==> config.mk <==
export PLATFORM = sky130hd
export DESIGN_NAME = uart_tx_buffered
export DESIGN_NICKNAME = d
export VERILOG_FILES = /design/src/rtl/uart_tx_buffered_pkg.sv /design/src/rtl/uart_tx_buffered_sync_fifo.sv /design/src/rtl/uart_tx_buffered.sv
export SDC_FILE = /design/constraint.sdc
export NUM_CORES = 1
export LEC_CHECK = 0
export ABC_AREA = 1
export BUFFER_PORTS_ARGS = -buffer_cell sky130_fd_sc_hd__buf_2
export CAP_MARGIN = 20
export CELL_PAD_IN_SITES_DETAIL_PLACEMENT = 0
export CELL_PAD_IN_SITES_GLOBAL_PLACEMENT = 1
export CORE_MARGIN = 4
export CORE_UTILIZATION = 50
export DETAILED_ROUTE_END_ITERATION = 7
export GPL_TIMING_DRIVEN = 0
export PLACE_DENSITY = 0.94
export SYNTH_ARGS = -nofsm -noshare
export SYNTH_HDL_FRONTEND = slang
export SYNTH_SLANG_ARGS = --single-unit
==> constraint.sdc <==
create_clock -name clk -period 6.2 [get_ports clk]
set_input_delay 0 -clock clk [delete_from_list [all_inputs] [get_ports clk]]
set_output_delay 0 -clock clk [all_outputs]
set_load 0.03 [all_outputs]
==> src/rtl/uart_tx_buffered_pkg.sv <==
// Shared definitions for the buffered UART transmitter: FSM state encoding and parity modes.
// Kept in a package so a matching receiver can use the same encodings.
package uart_tx_buffered_pkg;

    typedef enum logic [2:0] {
        ST_IDLE   = 3'd0,
        ST_START  = 3'd1,
        ST_DATA   = 3'd2,
        ST_PARITY = 3'd3,
        ST_STOP   = 3'd4
    } tx_state_e;

    typedef enum logic {
        PARITY_EVEN = 1'b0,
        PARITY_ODD  = 1'b1
    } parity_mode_e;

endpackage

==> src/rtl/uart_tx_buffered_sync_fifo.sv <==
// Single-clock FIFO with occupancy count, full/empty flags and a drop-on-full overflow strobe.
// Read data is the current head word; a pushed word becomes visible the cycle after the push.
module uart_tx_buffered_sync_fifo #(
    parameter int DATA_W = 8,
    parameter int DEPTH  = 16
) (
    input  logic                     clk,
    input  logic                     reset,
    input  logic                     wr_en,
    input  logic [DATA_W-1:0]        wr_data,
    input  logic                     rd_en,
    output logic [DATA_W-1:0]        rd_data,
    output logic                     full,
    output logic                     empty,
    output logic [$clog2(DEPTH):0]   count,
    output logic                     overflow
);

    localparam int AW = $clog2(DEPTH);

    logic [DATA_W-1:0] mem [DEPTH];
    logic [AW-1:0]     wr_ptr_reg;
    logic [AW-1:0]     rd_ptr_reg;
    logic [AW:0]       count_reg;
    logic              push;
    logic              pop;

    assign full     = (count_reg == (AW+1)'(DEPTH));
    assign empty    = (count_reg == '0);
    assign count    = count_reg;
    assign push     = wr_en && !full;
    assign pop      = rd_en && !empty;
    // A write that meets a full FIFO is lost even if a pop frees a slot this cycle.
    assign overflow = wr_en && full;
    assign rd_data  = mem[rd_ptr_reg];

    always_ff @(posedge clk) begin
        if (push) begin
            mem[wr_ptr_reg] <= wr_data;
        end
    end

    always_ff @(posedge clk or negedge reset) begin
        if (!reset) begin
            wr_ptr_reg <= '0;
            rd_ptr_reg <= '0;
            count_reg  <= '0;
        end else begin
            if (push) begin
                wr_ptr_reg <= wr_ptr_reg + AW'(1);
            end
            if (pop) begin
                rd_ptr_reg <= rd_ptr_reg + AW'(1);
            end
            case ({push, pop})
                2'b10:   count_reg <= count_reg + (AW+1)'(1);
                2'b01:   count_reg <= count_reg - (AW+1)'(1);
                default: count_reg <= count_reg;
            endcase
        end
    end

endmodule

==> src/rtl/uart_tx_buffered.sv <==
// UART transmitter fed from an internal TX FIFO; frames are sent back-to-back with one idle clock.
// Frame format and bit period are captured when a word is popped and held for the whole frame.
module uart_tx_buffered
    import uart_tx_buffered_pkg::*;
#(
    parameter int DATA_W     = 8,
    parameter int FIFO_DEPTH = 16,
    parameter int BAUD_W     = 20
) (
    input  logic                          clk,
    input  logic                          reset,
    input  logic                          wr_en,
    input  logic [DATA_W-1:0]             wr_data,
    input  logic [BAUD_W-1:0]             baud_value,
    input  logic                          bit8,
    input  logic                          parity_en,
    input  logic                          odd_n_even,
    input  logic                          two_stop,
    output logic                          tx,
    output logic                          tx_busy,
    output logic                          tx_done,
    output logic                          full,
    output logic                          empty,
    output logic [$clog2(FIFO_DEPTH):0]   fifo_count,
    output logic                          overflow
);

    localparam int CNT_W = $clog2(DATA_W + 1);

    tx_state_e          state_reg;
    tx_state_e          state_next;
    logic [BAUD_W-1:0]  baud_cnt_reg;
    logic [BAUD_W-1:0]  baud_lat_reg;
    logic [CNT_W-1:0]   bit_cnt_reg;
    logic [DATA_W-1:0]  shift_reg;
    logic               bit8_reg;
    logic               parity_en_reg;
    logic               two_stop_reg;
    logic               parity_bit_reg;

    logic               fifo_rd_en;
    logic [DATA_W-1:0]  fifo_data;
    logic [DATA_W-1:0]  load_bits;
    logic               load_parity;
    logic               bit_tick;
    logic [CNT_W-1:0]   nbits;
    logic               last_data;
    logic               last_stop;

    uart_tx_buffered_sync_fifo #(
        .DATA_W (DATA_W),
        .DEPTH  (FIFO_DEPTH)
    ) u_fifo (
        .clk      (clk),
        .reset    (reset),
        .wr_en    (wr_en),
        .wr_data  (wr_data),
        .rd_en    (fifo_rd_en),
        .rd_data  (fifo_data),
        .full     (full),
        .empty    (empty),
        .count    (fifo_count),
        .overflow (overflow)
    );

    // Parity covers only the bits actually sent, so the MSB is masked when bit8 is low.
    genvar gi;
    generate
        for (gi = 0; gi < DATA_W; gi++) begin : g_load
            if (gi == DATA_W - 1) begin : g_msb
                assign load_bits[gi] = fifo_data[gi] & bit8;
            end else begin : g_low
                assign load_bits[gi] = fifo_data[gi];
            end
        end
    endgenerate

    assign load_parity = (^load_bits) ^ (parity_mode_e'(odd_n_even) == PARITY_ODD);
    assign bit_tick    = (state_reg != ST_IDLE) && (baud_cnt_reg == baud_lat_reg);
    assign nbits       = bit8_reg ? CNT_W'(DATA_W) : CNT_W'(DATA_W - 1);
    assign last_data   = (bit_cnt_reg == nbits - CNT_W'(1));
    assign last_stop   = (bit_cnt_reg == (two_stop_reg ? CNT_W'(1) : CNT_W'(0)));

    always_ff @(posedge clk or negedge reset) begin
        if (!reset) begin
            state_reg <= ST_IDLE;
        end else begin
            state_reg <= state_next;
        end
    end

    always_comb begin
        state_next = state_reg;
        case (state_reg)
            ST_IDLE:   if (!empty) state_next = ST_START;
            ST_START:  if (bit_tick) state_next = ST_DATA;
            ST_DATA:   if (bit_tick && last_data) state_next = parity_en_reg ? ST_PARITY : ST_STOP;
            ST_PARITY: if (bit_tick) state_next = ST_STOP;
            ST_STOP:   if (bit_tick && last_stop) state_next = ST_IDLE;
            default:   state_next = ST_IDLE;
        endcase
    end

    always_comb begin
        tx         = 1'b1;
        tx_busy    = (state_reg != ST_IDLE);
        tx_done    = 1'b0;
        fifo_rd_en = 1'b0;
        case (state_reg)
            ST_IDLE:   fifo_rd_en = !empty;
            ST_START:  tx = 1'b0;
            ST_DATA:   tx = shift_reg[0];
            ST_PARITY: tx = parity_bit_reg;
            ST_STOP:   tx_done = bit_tick && last_stop;
            default:   tx = 1'b1;
        endcase
    end

    // Bit counter restarts on every state change, so it indexes data bits and then stop bits.
    always_ff @(posedge clk or negedge reset) begin
        if (!reset) begin
            baud_cnt_reg   <= '0;
            baud_lat_reg   <= '0;
            bit_cnt_reg    <= '0;
            shift_reg      <= '0;
            bit8_reg       <= 1'b0;
            parity_en_reg  <= 1'b0;
            two_stop_reg   <= 1'b0;
            parity_bit_reg <= 1'b0;
        end else if (fifo_rd_en) begin
            baud_cnt_reg   <= '0;
            baud_lat_reg   <= baud_value;
            bit_cnt_reg    <= '0;
            shift_reg      <= fifo_data;
            bit8_reg       <= bit8;
            parity_en_reg  <= parity_en;
            two_stop_reg   <= two_stop;
            parity_bit_reg <= load_parity;
        end else if (state_reg != ST_IDLE) begin
            baud_cnt_reg <= bit_tick ? '0 : baud_cnt_reg + BAUD_W'(1);
            if (bit_tick) begin
                if (state_reg == ST_DATA) begin
                    shift_reg <= shift_reg >> 1;
                end
                bit_cnt_reg <= (state_next != state_reg) ? '0 : bit_cnt_reg + CNT_W'(1);
            end
        end
    end

endmodule

# --- After elaboration in Yosys (flattened, before gate mapping) ---
# Memories as Yosys holds them, arrays and structs flattened.
# Cells that the tools add are included.
word_totals:
  register_bits: 72
  latchBits: 0
  out_inout_bits: 11
  ramBits: 128
  mem_count: 1
  elab_cells: 77
  input_bits: 35
  rom_bits: 0
mem_list:
  columns: ["memory", "depth", "width", "read_ports", "rd_ports_with_merged_regs", "write_ports", "line", "text"]
  rows:
  - ["u_fifo.mem", 16, 8, 1, 0, 1, "uart_tx_buffered_sync_fifo.sv:21", "logic [DATA_W-1:0] mem [DEPTH];"]
classes:
  div_mod_pow: 0
  eq_ne: 11
  n_addsub: 7
  shifts: 0
  mul: 0
  reduce_logical: 18
  order_cmp: 0
  n_bitwise: 2
  n_mux: 26
op_table:
  columns: ["operator", "n"]
  rows:
  - ["20-bit two-way mux", 3]
  - ["8-bit two-way mux", 4]
  - ["20-bit by 1-bit adder with 20-bit output (second input constant)", 1]
  - ["20-bit == test", 1]
  - ["4-bit two-way mux", 5]
  - ["3-bit two-way mux", 6]
  - ["3-bit case mux with 5 select lines", 1]
  - ["4-bit by 1-bit adder with 4-bit output (second input constant)", 3]
  - ["5-bit case mux with 2 select lines", 1]
  - ["2-bit nonzero test", 4]
  - ["8-bit parity", 1]
  - ["3-bit by 2-bit == test with 1-bit output (second input constant)", 2]
  - ["1-bit logical AND", 6]
  - ["5-bit by 1-bit adder with 5-bit output (second input constant)", 1]
  - ["5-bit == test (second input constant)", 1]
  - ["5-bit logical NOT", 1]
  - ["1-bit two-way mux", 5]
  - ["5-bit by 1-bit subtractor with 5-bit output (second input constant)", 1]
  - ["4-bit by 1-bit == test with 1-bit output", 1]
  - ["4-bit == test", 1]
  - ["4-bit by 1-bit subtractor with 4-bit output (second input constant)", 1]
  - ["3-bit by 1-bit == test with 1-bit output (second input constant)", 1]
  - ["3-bit == test (second input constant)", 1]
  - ["3-bit logical NOT", 1]
  - ["10 further kinds", 11]

# --- Logic depth before layout (Yosys ltp) ---
# Gate-level depths: netlist of run 1.
depth:
  depth_word: 11
  ltp_mapped: 18
  mapped_depth_nobuf: 17

# --- Cells and area by module ---
# Synthesis of run 1 repeated with hierarchy kept, for this count alone.
hier_totals:
  cells_unflattened: 1067
  hier_area_um2: 9651.8
modules_own_cells:
  columns: ["module", "instances", "cells_per_inst", "area_per_inst_um2"]
  rows:
  - ["uart_tx_buffered_sync_fifo", 1, 623, 6238.5]
  - ["uart_tx_buffered", 1, 444, 3413.3]

# --- Least setup slack after synthesis of run 1 ---
# Ideal clock, no wire load.
synth_path:
  path_type: "reg-to-reg"
  from: "register u_fifo.count_reg[1] (netlist: u_fifo.count[1])"
  to: "register u_fifo.count_reg[4] (netlist: u_fifo.count[4])"
  path_stages_with_launch: 17
  path_buffers: 1
  path_slack_ns: 3.166
  t_required_ns: 6.063
  arrival_time_ns: 2.898
  cell_sequence: "dfrtp_1 > inv_1 > nand4_1 > nor2_1 > inv_1 > nand2_1 > inv_2 > clkbuf_1 > ha_1 > ha_1 > a21oi_1 > nor2_1 > nor2_1 > nand2_1 > nand2_1 > nor2_1 > xor2_1"
synth_via:
  elab_chain_cells: 6
  word_cells_on_any_way: 13
synth_lines:
  columns: ["element", "line", "text"]
  rows:
  - ["start: declaration", "uart_tx_buffered_sync_fifo.sv:24", "logic [AW:0] count_reg;"]
  - ["start signal: assignment", "uart_tx_buffered_sync_fifo.sv:56", "2'b10: count_reg <= count_reg + (AW+1)'(1);"]
  - ["start signal: assignment", "uart_tx_buffered_sync_fifo.sv:57", "2'b01: count_reg <= count_reg - (AW+1)'(1);"]
  - ["start signal: assignment", "uart_tx_buffered_sync_fifo.sv:58", "default: count_reg <= count_reg;"]
  - ["5-bit logical NOT (*)", "uart_tx_buffered_sync_fifo.sv:29", "assign empty = (count_reg == '0);"]
  - ["named net empty", "uart_tx_buffered.sv:23", "output logic empty,"]
  - ["1-bit logical NOT (*)", "uart_tx_buffered.sv:110", "ST_IDLE: fifo_rd_en = !empty;"]
  - ["1-bit two-way mux (*)", "uart_tx_buffered.sv:109", "case (state_reg)"]
  - ["named net fifo_rd_en", "uart_tx_buffered.sv:41", "logic fifo_rd_en;"]
  - ["1-bit logical AND (*)", "uart_tx_buffered_sync_fifo.sv:32", "assign pop = rd_en && !empty;"]
  - ["2-bit by 1-bit == test with 1-bit output or 2-bit == test (tied branches)", "uart_tx_buffered_sync_fifo.sv:55", "case ({push, pop})"]
  - ["5-bit case mux with 2 select lines or 2-bit nonzero test (tied branches)", null, null]
# The timed path passes the listed nets; every way through them passes the cells marked *.
# A chain may end at the register's enable or synchronous reset.

# --- Worst setup path in the final report of run 1 ---
layout_path:
  from: "register state_reg[0]"
  to: "register u_fifo.count_reg[4] (netlist: u_fifo.count[4])"
layout_via:
  elab_chain_cells: 5
  word_cells_on_any_way: 7
layout_lines:
  columns: ["element", "line", "text"]
  rows:
  - ["start: declaration", "uart_tx_buffered.sv:30", "tx_state_e state_reg;"]
  - ["start signal: assignment", "uart_tx_buffered.sv:88", "state_reg <= state_next;"]
  - ["3-bit logical NOT (*)", "uart_tx_buffered.sv:109", null]
  - ["1-bit two-way mux (*)", "uart_tx_buffered.sv:109", null]
  - ["named net fifo_rd_en", "uart_tx_buffered.sv:41", null]
  - ["1-bit logical AND (*)", "uart_tx_buffered_sync_fifo.sv:32", null]
  - ["2-bit by 1-bit == test with 1-bit output or 2-bit == test (tied branches)", "uart_tx_buffered_sync_fifo.sv:55", null]
  - ["5-bit case mux with 2 select lines or 2-bit nonzero test (tied branches)", null, null]
# Marked as above.

==> results.toml, run 1 <==
[layout]
largest_reg_flops = 128
fin_area_um2 = 11000
areaGrowthSynthToFinish_pct = 15.8
nFillCells = 1613
drive_gt1_share_pct = 12.4
final_common_cell = "nand2_1"
final_cell_mix = "nand2_1, edfxtp_1, inv_1"
nets = 1154
antenna_cells = 0

[critical_path]
crit_buf_inv = 4
cp_slowest_cell = "dfrtp_1"
cp-start-kind = "flip-flop"
worstPathCellList = "nor3_2 > nand2_1 > inv_2 > clkbuf_1 > ha_1 > inv_1 > fa_1 > inv_1 > a21oi_1 > nor2_1 > nor2_1 > nand2_1 > nand2_1 > nor2_1 > xor2_1"
cp-end-kind = "flip-flop"
crit_type = "flip-flop to flip-flop"
cp.required_ns = 6.55
cp_top_family = "simple AND/OR/NAND/NOR gates"
worst_path_largest_cell_delay_ns = 0.46
cp.arrival_ns = 3.68
worstPathMaxFanout = 10

[place]
dp_hpwl_um = 14500
gp_congestion = 0.842
portBuffers = 45
postPlaceCellArea_um2 = 10000

[detailed_routing]
drt_iter0_drc = 453
vias = 6959
wl_per_cell_um = 16.0
drtAntennaViolNets = 0
viasPerCell = 5.14
drcViolationCount = 0
wl_um = 21700
drtPass1Iterations = 5

[floorplanning]
fp.dieH_um = 146
core_area_um2 = 18600
dieArea_um2 = 21200
die_x_um = 146
row_count = 50
io_pins = 46
initial_utilization_pct = 50.8

[clock_tree]
ctsHoldBuffers = 35
post_cts_resized = 0
cts_buffer_depth = 2
clock_sinks = 200
ctsHtreeMaxLevel = 4
clk_latency_ns = 0.43
cts_buffers = 17
cts-root-buf = "clkbuf_16"
cts_setup_buffers = 0
path_clk_slew_ns = 0.07
cts_tree = "built"

[power_and_ir_drop]
clockPowerShare_pct = 35.2
power_mw = 3.16
p_seq_share_pct = 51.5
switching_power_uw = 838
powerDensity_nw_per_um2 = 288
leakage_nw = 4.91
power.internal_mw = 2.32
comb_power_share_pct = 13.3
peakVddDrop_uv = 212
p_sw_share_pct = 26.5

[synth]
netlist-cell-type-count = 41
synth_seq_area_share_pct = 59.7
synth_fp_nets = 1054
synth_seq_cells = 200
syn_avg_cell_area_um2 = 9.40
netlist_area_um2 = 9460
synthCells = 1007
ys_warn_count = 0

[timing]
fmax_ghz = 0.300
rsz0062_at_grt = "no"
setup_violations = 0
worstMarginPinSlew_ns = 1.04
relSlewSlack_pct = 30.7
hold_ws_ns = 0.111
fin_skew_ns = 0.0105
layout_min_cycle_time_ns = 3.33
hold_viol_final = 0
period_share_pct = 53.7
finalMaxSlewViolations = 0
tns_ns = 0

[status]
status = "finished clean"

[hold_path]
min-delay-path-class = "input pin to asynchronous set/reset pin"

[grt]
antenna_found_initial = 0
grt-ovfl-total = 0
grt_usage_pct = 21.1
grt_pass1_wl_um = 35300
grt_pass1_vias = 6927
grt_max_degree = 56

[flow_run]
cap_violations = 0
[area by class of cell]
type,instances,area (um2),area share [%]
Tap cell,234,293,2.67
Timing Repair Buffer,81,606,5.53
Clock buffer,24,514,4.69
Inverter,122,463,4.23
Sequential cell,200,5650,51.5
Buffer,33,229,2.09
Clock inverter,8,81.3,0.742
Multi-Input combinational cell,652,3120,28.5
[worst paths after layout]
check / start / endpoint / slack, ns / cells past startpoint
min in group clk: baud_value[17] / baud_lat_reg[17] / 0.30 / 4
hold reg to reg: parity_bit_reg / parity_bit_reg / 0.50 / 2
setup reg to reg: state_reg[0] / u_fifo.count[4] / 2.87 / 15
max in group asynchronous: reset / u_fifo.rd_ptr_reg[2] / 4.93 / 3
hold / removal: reset / state_reg[2] / 0.11 / 3
setup / recovery: state_reg[0] / u_fifo.count[4] / 2.87 / 15
[power by group through the flow]
stage	sequential [mW]	combinational [mW]	clock (mW)
global placement	1.65	0.387	0
floorplan	1.67	0.242	0
detailed placement	1.65	0.399	0
CTS	1.63	0.420	1.12
finish	1.63	0.419	1.11
global route	1.64	0.478	1.18
[per-layer routing]
metal,global-route usage [%],wire (um)
met2,35.1,10400
met4,8.97,611
met5,0,0
met1,27.7,9610
met3,3.21,1050
[through the flow]
step	cells	setup slack, ns	util (%)
6_report	1354	2.87	58.8
5_1_grt	1354	2.55	58.8
4_1_cts	1354	2.89	58.8
3_5_place_dp	1287	2.92	53.7
3_3_place_gp	1286	2.98	53.5
2_1_floorplan	1007	3.17	-
[synth_stat cells (all sizes together)]
library cell | instances | area share, %
nor4 | 3 | 0.26
o21a | 1 | 0.079
fa | 1 | 0.21
buf | 30 | 2.3
xnor2 | 20 | 1.9
nor3 | 17 | 1.0
inv | 121 | 4.9
nand2 | 339 | 14
o21ai | 23 | 1.3
a21o | 1 | 0.079
nand4 | 15 | 0.99
a211oi | 2 | 0.21
nand3 | 105 | 5.7
nor2 | 68 | 2.9
ha | 11 | 1.5
edfxtp | 128 | 41
dfrtp | 72 | 19
clkbuf | 3 | 0.12
clkinv | 1 | 0.040
o211ai | 2 | 0.21
a21oi | 21 | 1.2
xor2 | 14 | 1.3
nor3b | 4 | 0.32
o22ai | 5 | 0.33
[logic make-up after synthesis]
kind of cell             after synthesis  share of synthesized area, %
adder cells (fa/ha/maj)               12                          1.67
flip-flops                           200                          59.7
XOR/XNOR                              34                          3.23
AO/OA/AOI/OAI                         55                          3.32
buffers and inverters                155                          7.31
AND/OR/NAND/NOR                      551                          24.8
[worst register-to-register path: stages (launching register included)]
cell and delay [ns]:
dfrtp_1 0.46, nor3_2 0.41, nand2_1 0.26, inv_2 0.19, clkbuf_1 0.46, ha_1 0.33
inv_1 0.11, fa_1 0.36, inv_1 0.10, a21oi_1 0.07, nor2_1 0.08, nor2_1 0.06
nand2_1 0.05, nand2_1 0.05, nor2_1 0.10, xor2_1 0.16
No activity file was read; power rests on OpenSTA's default activity.
==> run 2: changes to the inputs <==
--- a/config.mk
+++ b/config.mk
@@ -5,16 +5,16 @@
 export SDC_FILE = /design/constraint.sdc
 export NUM_CORES = 1
 export LEC_CHECK = 0
-export ABC_AREA = 1
+export ABC_AREA = 0
 export BUFFER_PORTS_ARGS = -buffer_cell sky130_fd_sc_hd__buf_2
 export CAP_MARGIN = 20
 export CELL_PAD_IN_SITES_DETAIL_PLACEMENT = 0
 export CELL_PAD_IN_SITES_GLOBAL_PLACEMENT = 1
 export CORE_MARGIN = 4
-export CORE_UTILIZATION = 50
+export CORE_UTILIZATION = 46
 export DETAILED_ROUTE_END_ITERATION = 7
 export GPL_TIMING_DRIVEN = 0
-export PLACE_DENSITY = 0.94
+export PLACE_DENSITY = 0.86
 export SYNTH_ARGS = -nofsm -noshare
 export SYNTH_HDL_FRONTEND = slang
 export SYNTH_SLANG_ARGS = --single-unit
==> constraint.sdc (replaced) <==
create_clock -name clk -period 2.96 [get_ports clk]
set_input_delay 0 -clock clk [delete_from_list [all_inputs] [get_ports clk]]
set_output_delay 0 -clock clk [all_outputs]
set_load 0.03 [all_outputs]
==> run 2 against run 1 <==
Net effect: global-route usage down 3.2 points; non-clock buffer count is 6 lower; final cell count is 29% lower; flip-flop and latch count is the same; first-iteration DRC count decreased by 16%; critical path depth is 5 lower; routed wire length down 16%; die area is 0.36% lower; synthesized cell count fell by 39%; utilization shrank 3.0 points; final area fell by 6.9%; critical path type unchanged; largest cell class unchanged.
==> results.toml, run 2 <==
[layout]
largest_reg_flops = 128
final_common_cell = "edfxtp_1"
stdcell_count = 961
fin_area_um2 = 10200
areaGrowthSynthToFinish_pct = 17.6
nets = 766
finish.utilization_pct = 55.8
final_cell_mix = "edfxtp_1, nand2_1, dfrtp_1"
antenna_cells = 0
drive_gt1_share_pct = 18.9

[clock_tree]
clk_latency_ns = 0.45
ctsHtreeMaxLevel = 4
clock_sinks = 200
cts_tree = "built"
cts-root-buf = "clkbuf_16"
path_clk_slew_ns = 0.08
cts_buffers = 17
cts_buffer_depth = 2

[synth]
synth_seq_cells = 200
ys_warn_count = 0
synth.area.top_cells = "edfxtp_1, dfrtp_1, mux4_2"
syn_avg_cell_area_um2 = 14.1
netlist-cell-type-count = 46
synth_top_area_cell = "edfxtp_1"
async_flop_share_pct = 36.0
synthCells = 617
yosys-top-cells-count = "edfxtp_1, nand2_1, dfrtp_1"
synth_fp_nets = 664
synth-edff-count = 128
synthMostInstantiatedCell = "edfxtp_1"
ys.flop_type = "edfxtp_1"
yosys.area.top_type_share_pct = 44.3
netlist_area_um2 = 8670
synth_seq_area_share_pct = 65.1

[grt]
gr-usage-met2_pct = 30.1
antenna_found_initial = 0
grt-ovfl-total = 0
grt_most_used_layer = "met2"
met1_usage_pct = 23.2
grt_util_met3_pct = 4.24
grt_pass1_wl_um = 29600
grt_pass1_vias = 5491
grt_max_degree = 73
grt_usage_pct = 17.9

[floorplanning]
core_area_um2 = 18300
die_x_um = 145
initial_utilization_pct = 47.5
row_count = 49
dieArea_um2 = 21100
io_pins = 46
fp.dieH_um = 145

[timing]
finalMaxSlewViolations = 0
period_share_pct = 98.3
worstMarginPinSlew_ns = 0.956
hold_ws_ns = 0.211
relSlewSlack_pct = 35.3
rsz0062_at_grt = "yes"
fin_skew_ns = 0.0175
hold_viol_final = 0
setup_violations = 0
fmax_ghz = 0.344
tns_ns = 0
layout_min_cycle_time_ns = 2.91

[place]
portBuffers = 45
postPlaceCellArea_um2 = 9220
dp_hpwl_um = 12600
place_inst = 895
gp_congestion = 0.818

[detailed_routing]
wl_um = 18200
drcViolationCount = 0
viasPerCell = 5.50
wl_per_cell_um = 19.0
drtAntennaViolNets = 0
drtPass1Iterations = 6
vias = 5282
drt_iter0_drc = 381

[status]
status = "finished clean"

[power_and_ir_drop]
powerDensity_nw_per_um2 = 773
peakVddDrop_uv = 392
leakage_nw = 3.96

[critical_path]
crit_type = "flip-flop to flip-flop"
cp-start-kind = "flip-flop"
worstPathMaxFanout = 19
cp.arrival_ns = 3.23
cp-end-kind = "flip-flop"
cp.required_ns = 3.28

[hold_path]
min-delay-path-class = "input pin to flip-flop"

[flow_run]
cap_violations = 0
[run 2: cell types whose count changed after synthesis, moves of 10 or more]
cell      delta
buf_2       -13
nor2_1      -27
mux2i_1     +11
nand2_1    -221
clkbuf_1    +14
o21ai_0     -11
xnor2_1     +19
a21oi_1     -14
nand3_1     -89
inv_2       -10
inv_1       -90
mux4_2      +36
[run 2: per-stage QoR]
| stage | setup WS [ns] | power, mW |
|---|---|---|
| finish | 0.0507 | 7.88 |
| global route | -0.0544 | 8.23 |
| CTS | 0.0117 | 7.91 |
| detailed placement | -0.587 | 5.53 |
| global placement | -0.488 | 5.43 |
| floorplan | 0.00328 | 4.99 |
[run 2: cell families (layout without fill, tap and decap cells)]
logic type / Yosys count / after routing / synth area share, %
buf+inv: 45 / 160 / 2.38
mux: 47 / 47 / 10.6
flops: 200 / 200 / 65.1
compound gates: 40 / 40 / 2.79
fa+ha+maj: 12 / 12 / 1.82
simple gates: 220 / 220 / 11.5
xor+xnor: 53 / 53 / 5.83
[run 2: cell type report]
cell class	instances	area [um2]
Buffer	24	130
Timing Repair Buffer	84	591
Clock inverter	15	188
Inverter	20	80.1
Sequential cell	200	5650
Fill cell	1431	8070
Clock buffer	17	425
Tap cell	229	287
Multi-Input combinational cell	372	2850
[run 2: path summary, 6_finish.rpt]
| path | startpoint | to | slack [ns] | depth (start not counted) |
|---|---|---|---|---|
| max | u_fifo.count[1] | u_fifo.count[4] | 0.05 | 10 |
| min | wr_en | u_fifo.wr_ptr_reg[0] | 0.21 | 4 |
| min in group asynchronous | reset | baud_lat_reg[5] | 0.22 | 2 |
| min reg2reg | baud_lat_reg[8] | baud_lat_reg[8] | 0.50 | 2 |
| max in group asynchronous | reset | u_fifo.count[1] | 2.08 | 2 |
| max reg2reg | u_fifo.count[1] | u_fifo.count[4] | 0.05 | 10 |
[run 2: per-layer routing]
| metal | part of all wire (%) | vias to the layer above |
|---|---|---|
| li1 | - | 2437 |
| met2 | 51 | 165 |
| met4 | 1.8 | 0 |
| met5 | 0 | - |
| met3 | 5.6 | 25 |
| met1 | 41 | 2655 |
[run 2: where the power goes]
| group | leakage (nW) | switching, mW | internal, mW |
|---|---|---|---|
| registers | 2.06 | 0.267 | 3.38 |
| logic | 1.60 | 1.00 | 0.872 |
| clock network | 0.299 | 1.20 | 1.16 |
[run 2: critical path, cell delays in order, from the launching register on]
cell and delay (ns):
dfrtp_2 0.46, or4_4 0.60, o21ai_4 0.27, inv_6 0.13, ha_2 0.24, ha_1 0.33, a21o_1 0.20, a21oi_1 0.19
xnor2_1 0.15, nor2_1 0.07, xor2_1 0.15
[run 2: timing repair]
action,CTS,global route
hold buffers,32,0
gates resized for setup,4,5
buffers inserted,0,3
hold endpoints to repair,223,0
pin swaps,1,1
setup endpoints to repair,5,2
==> run 3: changes to the inputs <==
--- a/config.mk
+++ b/config.mk
@@ -11,10 +11,11 @@
 export CELL_PAD_IN_SITES_DETAIL_PLACEMENT = 0
 export CELL_PAD_IN_SITES_GLOBAL_PLACEMENT = 1
 export CORE_MARGIN = 4
-export CORE_UTILIZATION = 46
+export CORE_UTILIZATION = 50
 export DETAILED_ROUTE_END_ITERATION = 7
 export GPL_TIMING_DRIVEN = 0
-export PLACE_DENSITY = 0.86
+export PLACE_DENSITY_LB_ADDON = 0.3
 export SYNTH_ARGS = -nofsm -noshare
 export SYNTH_HDL_FRONTEND = slang
 export SYNTH_SLANG_ARGS = --single-unit
+export TNS_END_PERCENT = 50
==> constraint.sdc (replaced) <==
create_clock -name clk -period 3.5 [get_ports clk]
set_input_delay 0 -clock clk [delete_from_list [all_inputs] [get_ports clk]]
set_output_delay 0 -clock clk [all_outputs]
set_load 0.03 [all_outputs]
==> run 3 against run 2 <==
Net effect: sequential power is 16% lower; critical path depth is 2 higher; die area is 7.6% lower; total power is 16% lower; first-iteration DRC count is 0.52% higher; utilization is 4.6 points higher; setup slack better by 0.36 ns; worst hold slack worse by 0.16 ns; non-clock buffer count is 6 lower; combinational power is 16% lower; flip-flop and latch count stayed put.
==> results.toml, run 3 (synthesis gave the netlist of run 2 again) <==
[layout]
drive_gt1_share_pct = 17.5
nFillCells = 1285
final_common_cell = "edfxtp_1"
final_cell_mix = "edfxtp_1, nand2_1, dfrtp_1"
stdcell_count = 946
nets = 760
antenna_cells = 0
largest_reg_flops = 128
areaGrowthSynthToFinish_pct = 16.8

[timing]
worstMarginPinSlew_ns = 1.04
period_share_pct = 88.2
fin_skew_ns = 0.0124
setup_violations = 0
hold_viol_final = 0
worst_slack_ns = 0.412
relSlewSlack_pct = 29.5
fmax_ghz = 0.324
finalMaxSlewViolations = 0
layout_min_cycle_time_ns = 3.09
rsz0062_at_grt = "no"

[place]
pre_cts_slack_ns = -0.0489
portBuffers = 45
gp_congestion = 0.832
dp_hpwl_um = 12600
place_inst = 883

[clock_tree]
path_clk_slew_ns = 0.08
ctsHtreeMaxLevel = 4
cts_buffer_depth = 2
clk_latency_ns = 0.44
cts_tree = "built"
cts-root-buf = "clkbuf_16"
clock_sinks = 200
cts_buffers = 17

[critical_path]
rr_startpoint = "u_fifo.count[1]"
cp_slowest_cell = "or4_1"
rrSetupSlack_ns = 0.41
crit_top_cell = "inv_1"
crit_type = "flip-flop to flip-flop"
cp_top_family = "simple AND/OR/NAND/NOR gates"
worstPathMaxFanout = 19
worst_path_largest_cell_delay_ns = 0.66
crit_buf_inv = 3
cp.required_ns = 3.81
cp.arrival_ns = 3.40
rr_endpoint = "u_fifo.count[4]"
crit_start = "u_fifo.count[1]"
rr_worst_depth = 12
cp-end-kind = "flip-flop"
worstPathCellList = "or4_1 > o21ai_2 > inv_2 > ha_1 > inv_1 > fa_1 > inv_1 > a21o_1 > a21oi_1 > xnor2_1 > nor2_1 > xor2_1"
cp-start-kind = "flip-flop"

[floorplanning]
io_pins = 46
core_area_um2 = 16800
fp.dieH_um = 140
row_count = 47
initial_utilization_pct = 51.7
die_x_um = 140
dieArea_um2 = 19500

[detailed_routing]
drtPass1Iterations = 4
drt_iter0_drc = 383
drtAntennaViolNets = 0
drcViolationCount = 0
wl_per_cell_um = 19.1
viasPerCell = 5.39
vias = 5101
wl_um = 18100

[power_and_ir_drop]
powerDensity_nw_per_um2 = 653
peakVddDrop_uv = 401
power_mw = 6.62
leakage_nw = 3.93

[grt]
grt_pass1_vias = 5339
grt_max_degree = 44
grt-ovfl-total = 0
antenna_found_initial = 0
grt_usage_pct = 19.7
grt_pass1_wl_um = 29600

[status]
status = "finished clean"

[hold_path]
min-delay-path-class = "input pin to asynchronous set/reset pin"

[flow_run]
cap_violations = 0
-- run 3: cell types whose count changed in the layout (fill, tap and decap cells not counted), moves of 2 or more --
cell,previous run,this run
clkbuf_1,14,16
nor3_1,11,8
nor3_2,1,4
buf_2,50,46
dfrtp_2,2,0
inv_8,3,8
inv_12,3,0
dfrtp_1,70,72
clkbuf_2,2,0
clkinv_8,4,1
buf_4,5,2
inv_6,4,1
-- run 3: how the worst max path moves through the flow --
stage               cells after the start  slack [ns]               to
global placement                       11       -0.02  u_fifo.count[4]
finish                                 12        0.41  u_fifo.count[4]
global route                           13        0.17  u_fifo.count[4]
floorplan                              11        0.39  u_fifo.count[4]
detailed placement                     11       -0.05  u_fifo.count[4]
CTS                                    14        0.01  u_fifo.count[4]
-- run 3: repair_timing --
item | in CTS | in global routing
hold endpoints to repair | 223 | 0
gates resized for setup | 1 | 0
hold buffers | 32 | 0
setup buffers | 0 | 0
endpoints found under the setup margin | 1 | 2
-- run 3: final cells by class --
type                    count  area [um2]  share of cell area [%]
well taps                 220         275                    2.72
repair buffers             78         568                    5.61
plain buffers              24         128                    1.26
flip-flops and latches    200        5650                    55.7
clock buffers              17         425                    4.20
clock inverters            15         170                    1.68
multi-input cells         372        2840                    28.1
inverters                  20        75.1                   0.741
-- run 3: metrics by stage --
| stage | TNS, ns | instance area (um2) | util, % | hold WS (ns) |
|---|---|---|---|---|
| after floorplan | 0 | 8670 | - | -0.296 |
| after global placement | -0.0234 | 9170 | 54.7 | 0.189 |
| after detailed placement | -0.0489 | 9210 | 55.0 | -0.0340 |
| after CTS | 0 | 10100 | 60.5 | 0.0543 |
| after global routing | 0 | 10100 | 60.4 | 0.0961 |
| final | 0 | 10100 | 60.4 | 0.0462 |
-- run 3: power by group --
| group | internal, mW | leakage [nW] | total (mW) | switching (mW) |
|---|---|---|---|---|
| sequential | 2.85 | 2.06 | 3.06 | 0.208 |
| combinational | 0.728 | 1.57 | 1.57 | 0.844 |
| clock | 1.03 | 0.293 | 1.99 | 0.959 |
| total | 4.61 | 3.93 | 6.62 | 2.01 |
-- run 3: layer usage --
metal | track usage (%) | part of all wire, % | vias to the layer above
li1 | - | - | 2444
met1 | 26.4 | 43 | 2553
met2 | 33.0 | 52 | 87
met3 | 3.84 | 3.4 | 17
met4 | 5.66 | 1.4 | 0
met5 | 0 | 0 | -
